`src/rtl/hazard_scoreboard.sv`:
```
// -----------------------------------------------------------------------------
// hazard_scoreboard
//
// Writeback-slot scoreboard for a pipelined MIPS core with a single register
// file write port and execution units of latency 1..MAX_LAT. Slot k holds the
// register write that lands k cycles from now. Every cycle the slots shift
// toward slot 0, and an accepted issue of latency L is placed in slot L-1.
//
// Ports
//   clk          rising-edge clock
//   rst          asynchronous active-low reset, clears every slot
//   issue_valid  decode holds a valid instruction
//   issue_wr     instruction writes a register
//   issue_rd     destination register
//   issue_lat    issue-to-writeback latency (0 -> 1, >MAX_LAT -> MAX_LAT)
//   src1_en/src1, src2_en/src2  source operands
//   flush        decode instruction is squashed this cycle
//   stall        hold fetch/decode (RAW | structural | WAW), combinational
//   fwd1, fwd2   take the operand from the writeback bus
//   wb_valid     a tracked write lands this cycle (slot 0)
//   wb_rd        register being written, 0 when wb_valid is low
//   pending_cnt  number of valid slots
// -----------------------------------------------------------------------------
module hazard_scoreboard #(
    parameter int REG_ADDR_W = 5,
    parameter int MAX_LAT    = 8,
    parameter int CNT_W      = $clog2(MAX_LAT + 1),
    parameter int WB_BYPASS  = 1
) (
    input  logic                  clk,
    input  logic                  rst,
    input  logic                  issue_valid,
    input  logic                  issue_wr,
    input  logic [REG_ADDR_W-1:0] issue_rd,
    input  logic [CNT_W-1:0]      issue_lat,
    input  logic                  src1_en,
    input  logic                  src2_en,
    input  logic [REG_ADDR_W-1:0] src1,
    input  logic [REG_ADDR_W-1:0] src2,
    input  logic                  flush,
    output logic                  stall,
    output logic                  fwd1,
    output logic                  fwd2,
    output logic                  wb_valid,
    output logic [REG_ADDR_W-1:0] wb_rd,
    output logic [CNT_W-1:0]      pending_cnt
);

    localparam logic [REG_ADDR_W-1:0] ZERO_REG  = {REG_ADDR_W{1'b0}};
    localparam logic                  BYPASS_EN = (WB_BYPASS != 0) ? 1'b1 : 1'b0;
    // With bypass, a match in slot 0 forwards; otherwise it stalls like any other.
    localparam logic [MAX_LAT-1:0]    RAW_MASK  = (WB_BYPASS != 0) ?
                                                  {{(MAX_LAT-1){1'b1}}, 1'b0} :
                                                  {MAX_LAT{1'b1}};

    // Clamp the requested latency into 1..MAX_LAT.
    function automatic logic [CNT_W-1:0] clamp_lat(input logic [CNT_W-1:0] lat);
        logic [CNT_W-1:0] res;
        if (lat == {CNT_W{1'b0}}) begin
            res = CNT_W'(1);
        end else if (lat > CNT_W'(MAX_LAT)) begin
            res = CNT_W'(MAX_LAT);
        end else begin
            res = lat;
        end
        return res;
    endfunction

    // Number of set bits in the slot valid vector.
    function automatic logic [CNT_W-1:0] popcount(input logic [MAX_LAT-1:0] v);
        logic [CNT_W-1:0] cnt;
        cnt = {CNT_W{1'b0}};
        for (int i = 0; i < MAX_LAT; i++) begin
            cnt = cnt + CNT_W'(v[i]);
        end
        return cnt;
    endfunction

    logic [MAX_LAT-1:0]    slot_valid_r;
    logic [REG_ADDR_W-1:0] slot_rd_r [MAX_LAT];
    logic [CNT_W-1:0]      pending_r;

    logic [MAX_LAT-1:0]    nxt_valid_s;
    logic [REG_ADDR_W-1:0] nxt_rd_s [MAX_LAT];
    logic [MAX_LAT-1:0]    load_s;

    logic [CNT_W-1:0]      eff_lat_s;
    logic [MAX_LAT-1:0]    hit1_s;
    logic [MAX_LAT-1:0]    hit2_s;
    logic [MAX_LAT-1:0]    hitd_s;
    logic                  raw1_s;
    logic                  raw2_s;
    logic                  struct_s;
    logic                  waw_s;
    logic                  stall_s;
    logic                  fwd1_s;
    logic                  fwd2_s;
    logic                  accept_s;

    // Effective latency of the instruction in decode.
    always_comb begin
        eff_lat_s = clamp_lat(issue_lat);
    end

    // Per-slot register matches for both sources and the destination.
    always_comb begin
        hit1_s = {MAX_LAT{1'b0}};
        hit2_s = {MAX_LAT{1'b0}};
        hitd_s = {MAX_LAT{1'b0}};
        for (int k = 0; k < MAX_LAT; k++) begin
            hit1_s[k] = slot_valid_r[k] && (src1 != ZERO_REG) && (slot_rd_r[k] == src1);
            hit2_s[k] = slot_valid_r[k] && (src2 != ZERO_REG) && (slot_rd_r[k] == src2);
            hitd_s[k] = slot_valid_r[k] && (slot_rd_r[k] == issue_rd);
        end
    end

    // Hazard classification, stall and forwarding selects.
    always_comb begin
        struct_s = 1'b0;
        waw_s    = 1'b0;
        // Slot L is about to shift into slot L-1, which the new write needs.
        for (int k = 1; k < MAX_LAT; k++) begin
            struct_s = struct_s | ((eff_lat_s == CNT_W'(k)) && slot_valid_r[k]);
        end
        // An older write to the same register must land strictly earlier.
        for (int k = 0; k < MAX_LAT; k++) begin
            waw_s = waw_s | ((CNT_W'(k) >= eff_lat_s) && hitd_s[k]);
        end
        struct_s = struct_s & issue_valid & issue_wr;
        waw_s    = waw_s & issue_valid & issue_wr & (issue_rd != ZERO_REG);
        raw1_s   = issue_valid & src1_en & (|(hit1_s & RAW_MASK));
        raw2_s   = issue_valid & src2_en & (|(hit2_s & RAW_MASK));
        fwd1_s   = issue_valid & src1_en & hit1_s[0] & BYPASS_EN;
        fwd2_s   = issue_valid & src2_en & hit2_s[0] & BYPASS_EN;
        stall_s  = raw1_s | raw2_s | struct_s | waw_s;
        accept_s = issue_valid & issue_wr & (issue_rd != ZERO_REG) & ~stall_s & ~flush;
    end

    // Next slot contents: shift toward slot 0, then place the accepted write.
    always_comb begin
        nxt_valid_s = {1'b0, slot_valid_r[MAX_LAT-1:1]};
        for (int k = 0; k < MAX_LAT - 1; k++) begin
            nxt_rd_s[k] = slot_rd_r[k + 1];
        end
        nxt_rd_s[MAX_LAT-1] = ZERO_REG;
        load_s = {MAX_LAT{1'b0}};
        for (int k = 0; k < MAX_LAT; k++) begin
            load_s[k]      = accept_s && (eff_lat_s == CNT_W'(k + 1));
            nxt_valid_s[k] = nxt_valid_s[k] | load_s[k];
            nxt_rd_s[k]    = load_s[k] ? issue_rd : nxt_rd_s[k];
        end
    end

    // Slot state and occupancy count.
    always_ff @(posedge clk or negedge rst) begin
        if (!rst) begin
            slot_valid_r <= {MAX_LAT{1'b0}};
            for (int k = 0; k < MAX_LAT; k++) begin
                slot_rd_r[k] <= ZERO_REG;
            end
            pending_r <= {CNT_W{1'b0}};
        end else begin
            slot_valid_r <= nxt_valid_s;
            // Invalid slots always carry rd 0, so wb_rd reads 0 when idle.
            for (int k = 0; k < MAX_LAT; k++) begin
                slot_rd_r[k] <= nxt_valid_s[k] ? nxt_rd_s[k] : ZERO_REG;
            end
            pending_r <= popcount(nxt_valid_s);
        end
    end

    assign stall       = stall_s;
    assign fwd1        = fwd1_s;
    assign fwd2        = fwd2_s;
    assign wb_valid    = slot_valid_r[0];
    assign wb_rd       = slot_rd_r[0];
    assign pending_cnt = pending_r;

endmodule

```
`config.mk`:
```
export PLATFORM = sky130hd
export DESIGN_NAME = hazard_scoreboard
export DESIGN_NICKNAME = d
export VERILOG_FILES = /design/src/rtl/hazard_scoreboard.sv
export SDC_FILE = /design/constraint.sdc
export NUM_CORES = 1
export LEC_CHECK = 0
export ABC_AREA = 1
export BUFFER_PORTS_ARGS = -buffer_cell sky130_fd_sc_hd__buf_4
export CORE_MARGIN = 1
export CORE_UTILIZATION = 25
export DETAILED_ROUTE_END_ITERATION = 8
export SLEW_MARGIN = 20
export SYNTH_ARGS = -nofsm -noshare
export SYNTH_HDL_FRONTEND = slang
export SYNTH_SLANG_ARGS = --single-unit
```
`constraint.sdc`:
```
create_clock -name clk -period 6.2 [get_ports clk]
set_input_delay 0.93 -clock clk [delete_from_list [all_inputs] [get_ports clk]]
set_output_delay 0.93 -clock clk [all_outputs]
set_load 0.02 [all_outputs]
```
Word level (Yosys, flattened, before mapping):

Index checks and enable logic that the tools add are counted.

* mux-type cells: 17
* reductions and logical operators: 69
* equality and inequality tests: 32
* bitwise logic cells: 40
* magnitude comparators: 9
* add/subtract/negate cells: 7

Operators by type and width (number)
* 5-bit == test: 24
* 5-bit two-way mux: 15
* 1-bit logical AND: 63
* 1-bit OR: 23
* 4-bit by 1-bit adder with 4-bit output: 4
* 4-bit by 3-bit == test with 1-bit output, second input constant: 4
* 3-bit by 4-bit >= comparator with 1-bit output, first input constant: 4
* 1-bit bitwise AND: 15
* 5-bit nonzero test: 3
* 7-bit OR reduction: 2
* 4-bit by 2-bit == test with 1-bit output, second input constant: 2
* 1-bit by 4-bit >= comparator with 1-bit output, first input constant: 2
* 2-bit by 4-bit >= comparator with 1-bit output, first input constant: 2
* 4-bit two-way mux: 2
* 3-bit by 1-bit adder with 4-bit output: 1
* 4-bit by 1-bit == test with 1-bit output, second input constant: 1
* 4-bit == test, second input constant: 1
* 4-bit > comparator, second input constant: 1
* 4-bit logical NOT: 1
* 2-bit by 1-bit adder with 3-bit output: 1
* 1-bit by 1-bit adder with 2-bit output: 1
* 1-bit inverter: 2

* input bits: 26
* output and inout port bits: 13
* word-level logic and storage cells: 184
* register bits after elaboration: 52

Depth between registers and ports, before layout:

* depth after elaboration: 28
* depth in mapped cells: 24
* gate-level depth less buffers: 22

Least setup slack after synthesis:

Ideal clock, no wire load.

* path kind: input-to-reg
* from: input port issue_lat[3]
* to: register pending_r[2] (netlist: pending_cnt[2])
* stages: 20
* slack: 1.628 ns
* path buffers: 1
* library setup time: 0.123 ns
* arrival time: 4.449 ns
* required time: 6.077 ns
* path through: inv_2 -> nand2_1 -> nor3_1 -> nand2_1 -> nand4_1 -> o21ai_1 -> nand3_1 -> nor2_4 -> buf_6 -> nand3_1 -> nand2_1 -> fa_1 -> inv_1 -> fa_1 -> inv_1 -> fa_1 -> ha_1 -> inv_1 -> fa_1 -> xnor2_1

* cells in the longest elaborated chain, start to end: 28
* elaborated cells on any way between the ends: 80
* those cells by class: add/sub (7); order compare (9); eq/ne (8); mux (2); bitwise (30); reduce/logical (24)

Ends and longest elaborated chain
* from (decl): RTL line 35 `input logic [CNT_W-1:0] issue_lat,`
* 4-bit > comparator: RTL line 61 `end else if (lat > CNT_W'(MAX_LAT)) begin`
* 4-bit two-way mux: RTL line 61
* 4-bit two-way mux *: RTL line 59 `if (lat == {CNT_W{1'b0}}) begin`
* 1-bit by 4-bit >= comparator with 1-bit output: RTL line 127 `waw_s = waw_s | ((CNT_W'(k) >= eff_lat_s) && hitd_s[k]);`
* 1-bit logical AND: RTL line 127
* 1-bit OR (7 in a row): RTL line 127
* 1-bit bitwise AND (3 in a row): RTL line 130 `waw_s = waw_s & issue_valid & issue_wr & (issue_rd != ZERO_REG);`
* 1-bit OR: RTL line 135 `stall_s = raw1_s | raw2_s | struct_s | waw_s;`
* 1-bit inverter: RTL line 136 `accept_s = issue_valid & issue_wr & (issue_rd != ZERO_REG) & ~stall_s & ~flush;`
* 1-bit bitwise AND (2 in a row): RTL line 136
* 1-bit logical AND *: RTL line 148 `load_s[k] = accept_s && (eff_lat_s == CNT_W'(k + 1));`
* 1-bit OR *: RTL line 149 `nxt_valid_s[k] = nxt_valid_s[k] | load_s[k];`
* net nxt_valid_s[0]: RTL line 83 `logic [MAX_LAT-1:0] nxt_valid_s;`
* 1-bit by 1-bit adder with 2-bit output *: RTL line 74 `cnt = cnt + CNT_W'(v[i]);`
* 2-bit by 1-bit adder with 3-bit output *: RTL line 74
* 3-bit by 1-bit adder with 4-bit output *: RTL line 74
* 4-bit by 1-bit adder with 4-bit output * (4 in a row): RTL line 74
* to (signal assigned): RTL line 161 `pending_r <= {CNT_W{1'b0}};`
* to (signal assigned): RTL line 168 `pending_r <= popcount(nxt_valid_s);`
* to (decl): RTL line 81 `logic [CNT_W-1:0] pending_r;`

The timed path passes the listed nets; every way through them passes the cells marked *.

Worst setup path after layout:

* from: input port issue_rd[3]
* to: register pending_r[2] (netlist: pending_cnt[2])

* cells in the longest elaborated chain, start to end: 26
* elaborated cells on any way between the ends: 62
* those cells by class: add/sub (7); eq/ne (8); bitwise (22); reduce/logical (25)

Ends and longest elaborated chain
* from (decl): RTL line 34 `input logic [REG_ADDR_W-1:0] issue_rd,`
* 5-bit == test: RTL line 113 `hitd_s[k] = slot_valid_r[k] && (slot_rd_r[k] == issue_rd);`
* 1-bit logical AND: RTL line 113
* 1-bit logical AND: RTL line 127
* 1-bit OR (7 in a row): RTL line 127
* 1-bit bitwise AND (3 in a row): RTL line 130
* 1-bit OR: RTL line 135
* 1-bit inverter: RTL line 136
* 1-bit bitwise AND * (2 in a row): RTL line 136
* 1-bit logical AND *: RTL line 148
* 1-bit OR *: RTL line 149
* net nxt_valid_s[0]: RTL line 83
* 1-bit by 1-bit adder with 2-bit output *: RTL line 74
* 2-bit by 1-bit adder with 3-bit output *: RTL line 74
* 3-bit by 1-bit adder with 4-bit output *: RTL line 74
* 4-bit by 1-bit adder with 4-bit output * (4 in a row): RTL line 74

Marks and branches as above.

==> run summary <==
Tot Pwr: 797.2 uW
Cell Pwr Density: 163.2 nW/um^2
synth-to-layout area growth: 11.13%
Vias/cell: 4.885
pin count of the biggest net entering global routing: 53
combinational share of power: 0.181
highest routed layer: met4
Setup crit start: issue_rd[3]
Max clock buf depth: 2
metal3 WL: 1648 microns
Slew Limit Fails: 0
worst skew pair latency: 0.30 ns
Post CTS Setup Buffer Count: 0
main combinational cell family by area after synthesis: simple AND/OR/NAND/NOR gates
RSZ-0062 raised after global routing: false
initial cell density of the core: 0.2551
hpwl dp: 11700 microns
CTS tree: built
Core Region: 17240 sq um
reg2reg start: slot_rd_r[29]
skew final: 0.008712 ns
H-tree depth: 2
Synth area leaders: dfrtp_1, nand2_1, nor2_1
fmax: 0.2145 GHz
Layout Utilization: 0.2835
post-CTS sizing: 0
Period minus WS final: 4.663 ns
fraction of layout cells with a size suffix above 1: 0.09079
Mapped Avg Cell Area: 5.958 sq um
Worst slew margin: 0.5441
clk sinks: 52
DRC Markers: 0
first-pass GRT wire length: 24490 microns
post-synthesis compound-gate area fraction: 0.05492
min-delay src: slot_rd_r[24]
Clock transition at path regs: 0.08 ns
CP required: 6.38 ns
count of final setup violators: 0
Area after DPL: 4735 sq um
Antenna diodes: 0
hold-fix buffers at CTS: 0
drt wl/cell: 16.21 microns
port bufs: 38
sequential share of power: 0.449
Synth Area in XOR/XNOR: 0.02590
iteration count of the initial detailed-routing pass: 5
post-synthesis sequential area ratio: 0.2960
Worst Tran Pin Value: 0.6838 ns
die footprint: 18120 sq um
switch share: 0.3171
crit-path max FO: 15
max cap viols: 0
initial detailed-routing violation count: 539
Switch Pwr: 252.8 uW
global placement routability congestion: 0.9116
met1 wire length: 7390 microns
top cell type's share of synthesized area: 0.2960
# rows: 48
Adder-Cell Fraction of Synth Area: 0.02675
mapped cell area: 4397 sq um
Setup TNS: 0 ns
Crit path largest cell delay: 0.55 ns
Design Area, Final: 4886 sq um
slowest cell on the critical path: fa_1
cts bufs inserted: 5
yosys warns: 0
WP data arrival: 4.85 ns
aggregate routed wire length: 15780 microns
Root Buffer: clkbuf_16
Hold Violations, Final: 0
Net Count, Synth: 771
initial antenna violation count: 0
Synth Area in Simple Gates: 0.4738
Critical Setup Path Class: input port to flip-flop
Post-DRT Antenna Nets: 0
Via Count: 4758
Max VDD drop: 207.7 uV
synthesized instance count: 738
Critical Path Source Type: input port
chip height: 134.6 microns
Static Leakage: 2.559 nW
Worst Hold Class: flip-flop to flip-flop
hold_ws: 0.5349 ns
final net count: 781
FF+latch count, synth: 52
# IOs: 39
total grt overflow: 0
clock share of power: 0.370
Final period util: 0.7521
mux contribution to synthesized area: 0
CP cell instances: buf_4, clkinv_1, nand2_1, nand2_1, nor2_1, nand3_1, nand2_1, nor2_2, nor2_2, nor2_2, nor2_2, nor2_4, nand3_1, nand2_1, fa_1, inv_1, fa_1, inv_1, fa_1, ha_1, inv_1, fa_1, xnor2_1
Top Family by Delay on Critical Path: adder cells
Distinct cells, synth: 27
post-synth top area cell: dfrtp_1
run status: completed
Int Pwr: 544.4 uW
vias in the first global route: 4272
Die Wd: 134.6 microns
DR WL met2: 6453 microns
CP bufs+invs: 5
Setup crit end kind: flip-flop
GRT Total Usage: 0.1777
## through the flow
stage | setup WS [ns] | instances
after floorplan | 1.628 | 738
after global placement | 1.234 | 966
after detailed placement | 1.229 | 966
after CTS | 1.534 | 974
after global routing | 1.271 | 974
final | 1.537 | 974
## final cells by class
| class | count | area (sq um) |
|---|---|---|
| repair buffers | 41 | 307.8 |
| fillers | 1923 | 12350 |
| inverters | 76 | 285.3 |
| clock buffers | 5 | 125.1 |
| flip-flops and latches | 52 | 1301 |
| multi-input cells | 572 | 2559 |
| well taps | 225 | 281.5 |
| clock inverters | 3 | 26.28 |
## kinds of logic after synthesis
logic type                 after synthesis
AOI/OAI and AO/OA                       46
xor gates and xnor gates                13
adders and majority gates                7
buffers and inverters                  114
DFF                                     52
and+or+nand+nor                        506
## path summary, 6_finish.rpt
kind / cells after the start / end / slack [ns]
max: 23 / pending_cnt[2] / 1.54
min: 2 / slot_rd_r[29] / 0.53
max reg2reg: 20 / pending_cnt[2] / 2.03
min reg2reg: 2 / slot_rd_r[29] / 0.53
max in group asynchronous: 1 / slot_rd_r[26] / 5.07
min in group asynchronous: 1 / slot_rd_r[4] / 0.67
## cells in the mapped netlist, drive strengths merged
| cell | number |
|---|---|
| dfrtp | 52 |
| clkinv | 1 |
| nor2 | 100 |
| o21ai | 37 |
| buf | 30 |
| a2111oi | 1 |
| nand4 | 39 |
| ha | 3 |
| xnor2 | 3 |
| o211ai | 3 |
| a21oi | 5 |
| inv | 75 |
| xor2 | 10 |
| nand3b | 2 |
| nand3 | 32 |
| nand2 | 324 |
| clkbuf | 8 |
| nor3 | 9 |
| fa | 4 |
## power groups by stage
stage	clock, mW	sequential [mW]	combinational, mW
after floorplan	0	0.361	0.0914
after global placement	0	0.364	0.143
after detailed placement	0	0.364	0.143
after CTS	0.299	0.358	0.143
after global routing	0.312	0.359	0.160
final	0.295	0.358	0.144
## worst reg2reg max path, cell delays in order, from the launching register on
cell,delay (ns)
dfrtp_1,0.54
inv_1,0.18
a21oi_1,0.19
nand3b_1,0.12
nor2_1,0.14
nor2_2,0.06
nor2_2,0.09
nor2_2,0.05
nor2_2,0.12
nor2_4,0.09
nand3_1,0.07
nand2_1,0.09
fa_1,0.55
inv_1,0.05
fa_1,0.47
inv_1,0.05
fa_1,0.47
ha_1,0.16
inv_1,0.05
fa_1,0.37
xnor2_1,0.14
## flip-flops by register name, indices dropped and copies added (netlist names)
signal        flops
slot_rd_r        35
wb_rd             5
slot_valid_r      8
pending_cnt       4
## cell usage in the layout (no fill, tap or decap)
cell type and n:
nand3b_1 2, nor3_1 8, nand3_1 32, clkinvlp_4 2
a21oi_1 5, xor2_1 10, xnor2_1 3, o211ai_1 3
clkbuf_16 5, a2111oi_0 1, nor3_2 1, o21ai_1 11
dfrtp_1 52, nor2_1 93, o21ai_0 26, inv_8 1
inv_1 65, nor2_2 6, nor2_4 1, nand4_1 39
nand2_2 1, buf_4 41, clkinv_1 1, ha_1 3
inv_2 10, fa_1 4, nand2_1 323
## routing by layer
metal / track usage / up-vias
li1: - / 2314
met1: 0.2697 / 2147
met2: 0.2565 / 270
met3: 0.02853 / 27
met4: 0.04931 / 0
met5: 0 / -
No activity file was read; power rests on OpenSTA's default activity.
